===== src/rtl/key_step_conditioner.sv =====
// key_step_conditioner
//
// Conditions the raw step key and data switch for the sequence-detector FSM.
// Both inputs are synchronized into the CLOCK_50 domain and debounced. Each
// clean key press produces one single-cycle strobe. The strobe carries the
// debounced switch value and advances a wrapping step counter.
//
// Parameters:
//   DEBOUNCE_CYCLES  stable-input interval in clocks (>= 2)
//   CNT_W            debounce counter width, must hold DEBOUNCE_CYCLES-1
//
// Ports:
//   CLOCK_50    in   system clock
//   reset_key   in   asynchronous active-high reset
//   key_step_n  in   raw step key, active-low, bouncy, asynchronous
//   sw_data     in   raw data switch, bouncy, asynchronous
//   step_pulse  out  one-clock strobe per debounced press
//   step_bit    out  debounced switch value captured with step_pulse
//   sw_stable   out  current debounced switch level
//   step_count  out  pulses since reset, modulo 256
//   busy        out  key debounce interval in progress

module key_step_conditioner #(
    parameter int DEBOUNCE_CYCLES = 1000000,
    parameter int CNT_W           = 20
) (
    input  logic       CLOCK_50,
    input  logic       reset_key,
    input  logic       key_step_n,
    input  logic       sw_data,
    output logic       step_pulse,
    output logic       step_bit,
    output logic       sw_stable,
    output logic [7:0] step_count,
    output logic       busy
);

    localparam logic [1:0] IDLE         = 2'd0;
    localparam logic [1:0] PRESS_WAIT   = 2'd1;
    localparam logic [1:0] PRESSED      = 2'd2;
    localparam logic [1:0] RELEASE_WAIT = 2'd3;

    localparam logic [CNT_W-1:0] CNT_MAX = CNT_W'(DEBOUNCE_CYCLES - 1);

    logic             key_sync_p0;
    logic             key_sync_p1;
    logic             sw_sync_p0;
    logic             sw_sync_p1;
    logic             pressed_sync;
    logic [1:0]       state;
    logic [CNT_W-1:0] kcnt;
    logic [CNT_W-1:0] scnt;

    // Two-flop synchronizers. The key resets to "released" (high) so a key
    // still held down across reset is re-qualified only after it propagates.
    always_ff @(posedge CLOCK_50 or posedge reset_key) begin
        if (reset_key) begin
            key_sync_p0 <= 1'b1;
            key_sync_p1 <= 1'b1;
            sw_sync_p0  <= 1'b0;
            sw_sync_p1  <= 1'b0;
        end else begin
            key_sync_p0 <= key_step_n;
            key_sync_p1 <= key_sync_p0;
            sw_sync_p0  <= sw_data;
            sw_sync_p1  <= sw_sync_p0;
        end
    end

    assign pressed_sync = ~key_sync_p1;

    // Key debounce FSM. A pulse is only possible on the PRESS_WAIT ->
    // PRESSED transition, and PRESSED is left only through a fully
    // qualified release back to IDLE, so one press gives one pulse.
    // step_bit samples sw_stable before any toggle on the same edge.
    always_ff @(posedge CLOCK_50 or posedge reset_key) begin
        if (reset_key) begin
            state      <= IDLE;
            kcnt       <= '0;
            step_pulse <= 1'b0;
            step_bit   <= 1'b0;
            step_count <= 8'd0;
        end else begin
            step_pulse <= 1'b0;
            case (state)
                IDLE: begin
                    if (pressed_sync) begin
                        state <= PRESS_WAIT;
                        kcnt  <= '0;
                    end
                end
                PRESS_WAIT: begin
                    if (!pressed_sync) begin
                        state <= IDLE;
                        kcnt  <= '0;
                    end else if (kcnt == CNT_MAX) begin
                        state      <= PRESSED;
                        step_pulse <= 1'b1;
                        step_bit   <= sw_stable;
                        step_count <= step_count + 8'd1;
                    end else begin
                        kcnt <= kcnt + 1'b1;
                    end
                end
                PRESSED: begin
                    if (!pressed_sync) begin
                        state <= RELEASE_WAIT;
                        kcnt  <= '0;
                    end
                end
                RELEASE_WAIT: begin
                    if (pressed_sync) begin
                        state <= PRESSED;
                    end else if (kcnt == CNT_MAX) begin
                        state <= IDLE;
                    end else begin
                        kcnt <= kcnt + 1'b1;
                    end
                end
                default: begin
                    state <= IDLE;
                end
            endcase
        end
    end

    // Switch debounce: any disagreement must persist for DEBOUNCE_CYCLES
    // consecutive clocks before the stable level follows it.
    always_ff @(posedge CLOCK_50 or posedge reset_key) begin
        if (reset_key) begin
            scnt      <= '0;
            sw_stable <= 1'b0;
        end else if (sw_sync_p1 == sw_stable) begin
            scnt <= '0;
        end else if (scnt == CNT_MAX) begin
            sw_stable <= ~sw_stable;
            scnt      <= '0;
        end else begin
            scnt <= scnt + 1'b1;
        end
    end

    assign busy = (state == PRESS_WAIT) || (state == RELEASE_WAIT);

endmodule

===== config.mk =====
export PLATFORM = sky130hd
export DESIGN_NAME = key_step_conditioner
export DESIGN_NICKNAME = d
export VERILOG_FILES = /design/src/rtl/key_step_conditioner.sv
export SDC_FILE = /design/constraint.sdc
export NUM_CORES = 1
export LEC_CHECK = 0
export ABC_AREA = 1
export CAP_MARGIN = 40
export CORE_MARGIN = 5
export CORE_UTILIZATION = 54
export CTS_CLUSTER_SIZE = 25
export DETAILED_ROUTE_END_ITERATION = 12
export GPL_ROUTABILITY_DRIVEN = 0
export GPL_TIMING_DRIVEN = 0
export PLACE_DENSITY = 0.76
export RECOVER_POWER = 100
export SLEW_MARGIN = 20
export SYNTH_ARGS = -nofsm -noshare
export SYNTH_HDL_FRONTEND = slang
export SYNTH_SLANG_ARGS = --single-unit

===== constraint.sdc =====
create_clock -name CLOCK_50 -period 1.6 [get_ports CLOCK_50]
set_clock_uncertainty 0.15 [all_clocks]
set_input_delay 0.16 -clock CLOCK_50 [delete_from_list [all_inputs] [get_ports CLOCK_50]]
set_output_delay 0.16 -clock CLOCK_50 [all_outputs]
set_load 0.01 [all_outputs]

==> flow_summary.toml <==
[sta]
fmax_mhz = 569
fin_crit_sh_pct = 110
worst_pin_slew_ps = 605
holdWs_ps = 199
final_max_slew_viol_count = 0
timing.slew.headroom_pct = 59.6
tns_ps = -1770
rsz0062_at_grt = "yes"
fin_ws_ps = -159
period_needed_ps = 1760
setup_viol = 35
hold_violations = 0

[drt]
postRouteAntennaNets = 0
wl_met1_mm = 3.81
avgRoutedWirePerCell_um = 14.9
viasPerCell = 5.49
drc_errors = 0
drt_iter0_drc = 274
dr_wl_met3_um = 551
dr.max_layer_used = "met4"
dr.pass1.iters = 5
route.vias.total = 3346
totalWireLength_mm = 9.07
met2RoutedLength_mm = 4.41

[worst_setup_path]
crit_chain = "ha_4 > nand2_4 > nor2_4 > nand2_4 > inv_4 > nand3_4 > nor2_4 > nand2_2 > o21ai_1"
worstSetupStartpoint = "kcnt[1]"
crit_fanout = 6
critPathSlowestCell = "dfrtp_1"
arrival_ps = 1860
reg2reg_depth = 9
cp_num_cells = 9
r2r_slack_ps = -160
cp_top_family = "simple AND/OR/NAND/NOR gates"
crit-reg2reg-launch = "kcnt[1]"
critPathLaunchType = "flop"
endpoint_kind = "flop"
cp.required_ps = 1700
crit_buf_inv = 1
cpPeakStageDelay_ps = 420
crit_type = "reg -> reg"

[synth]
synth_top_area_cell = "dfrtp_1"
syn_area_per_cell_sq_um = 7.11
synthTopCellsByCount = "nand2_1 (139), nor2_1 (75), inv_1 (56)"
synth-edff-count = 0
ys_seq_area_share_pct = 43.8
yosysWarnings = 0
synthCells = 459
ys_top_cells_by_area = "dfrtp_1 (42%), nand2_1 (16%), nor2_1 (8.6%), inv_1 (6.4%), nand3_1 (5.4%)"
ys.flop_type = "dfrtp_1"
ys_ff_latch = 57
yosysUniqueCellTypes = 30
synth.top_cell.area_share_pct = 42.1
async_flop_share_pct = 100
syn_nets = 466
yosysMostFrequentCell = "nand2_1"
synthesis.area_sq_um = 3270

[global_routing]
grt_pass1_vias = 3131
grt_usage_pct = 23.1
antenna_found_initial = 0
grt_pass1_wl_mm = 13.8
grt_max_degree = 31
overflow = 0

[final_layout]
finalNetCount = 537
nFillCells = 414
fin_cells = 610
multi_input_area_sq_um = 1840
stdcell_area_sq_um = 4320
ff_latch_area_sq_um = 1440
antenna_cells = 0
synthToLayoutAreaGrowth_pct = 32.3
drive_gt1_share_pct = 26.7

[clocking]
tritoncts = "built"
cts_hold_buf = 0
clkTransAtPathRegs_ps = 80
cts_buffer_depth = 2
cts_max_level = 3
cts_sinks = 57
insertion_delay_ps = 350
clockRootBuffer = "clkbuf_8"
cts_inserted_buffers = 9

[die]
row_count = 28
initial_core_util_pct = 55.5
die-area_sq_um = 7700
core_area_sq_um = 5890
die_h_um = 87.8
chipWidth_um = 87.8
io_pins = 16

[run_status]
violations = "setup timing"
outcome = "complete, but fails checks"

[placement]
place_area_sq_um = 3530
dp_hpwl_mm = 5.26
dp_cells = 550
dp_slack_ps = -306
io_buffer_count = 15

[worst_hold_path]
hold_path_class = "in -> async"

[flow_run]
maxCapViolCount = 0

[pwr]
p_leak_uw = 0.00199
p_per_area_nw_per_um2 = 699
ir_worst_vdd_mv = 0.500
==> metrics by stage <==
step | total power [uW] | util, %
6_report | 3020 | 73.4
5_1_grt | 3110 | 73.4
4_1_cts | 2980 | 68.3
3_5_place_dp | 1630 | 60.0
3_3_place_gp | 1620 | 59.7
2_1_floorplan | 1580 | -
==> logic make-up (layout without fill, tap and decap cells) <==
group	count (synthesis)	after routing	share of synthesized area [%]
AOI/OAI and AO/OA	33	33	5.44
xor gates and xnor gates	13	13	3.49
adders and majority gates	3	3	1.15
buffers and inverters	62	137	7.43
DFF	57	57	43.8
and+or+nand+nor	291	292	38.7
==> timing repair <==
item                       4_1_cts  5_1_grt
gates resized for setup         38       64
pin swaps                       13       24
setup endpoints to repair       55       49
buffers inserted                25       17
gates cloned                     2        0
==> worst max path at each step <==
| stage | to |
|---|---|
| after global routing | flop |
| final | flop |
| after detailed placement | flop |
| after global placement | state[0] |
| after CTS | flop |
| after floorplan | kcnt[12] |
==> registers in the layout (all words and copies together) (netlist names), named ones only <==
name	count
kcnt	20
key_sync_p0	1
key_sync_p1	1
scnt	20
state	1
step_bit	1
step_count	8
step_pulse	1
sw_stable	1
sw_sync_p0	1
sw_sync_p1	1
==> layer usage <==
metal  track usage, %  vias up
li1                 -     1590
met5                0        -
met3             3.76       34
met2             37.0      143
met1             30.0     1579
met4             12.3        0
==> final cells by class <==
class,count,area share (%)
timing repair buffer,59,11.5
sequential,57,33.3
buffer,4,0.695
clock buffer,13,3.45
multi-input combinational,341,42.7
tap,75,2.17
inverter,58,5.30
clock inverter,3,0.927
==> power breakdown <==
group | internal, uW | leakage (uW) | switching, uW
Sequential | 1460 | 0.000767 | 18.7
Clock | 759 | 0.0000974 | 602
Combinational | 67.1 | 0.00112 | 111
Total | 2290 | 0.00199 | 732
==> worst reg2reg max path: stages (launching register included) <==
cell and delay, ps:
dfrtp_1 420, ha_4 200, nand2_4 70, nor2_4 190, nand2_4 100, inv_4 90
nand3_4 120, nor2_4 160, nand2_2 70, o21ai_1 110
==> cells in the final DEF, fill, tap and decap left out, drive strengths merged, types with 2 or more instances in the layout <==
cell | Yosys | layout
clkbuf | 1 | 16
nand3b | 2 | 2
o21bai | 2 | 2
buf | 3 | 45
a31oi | 2 | 2
o21ai | 16 | 16
dfstp | 2 | 2
dlygate4sd3 | 0 | 3
dfrtp | 55 | 55
dlygate4sd2 | 0 | 6
nand3 | 37 | 37
o22ai | 2 | 2
clkinv | 0 | 2
xor2 | 8 | 8
clkdlybuf4s50 | 0 | 5
a21oi | 10 | 10
nand2 | 142 | 143
xnor2 | 5 | 5
inv | 58 | 57
nand4 | 11 | 11
nor3 | 14 | 14
nor2 | 84 | 84
ha | 3 | 3
Power figures use the tool's default switching activity.
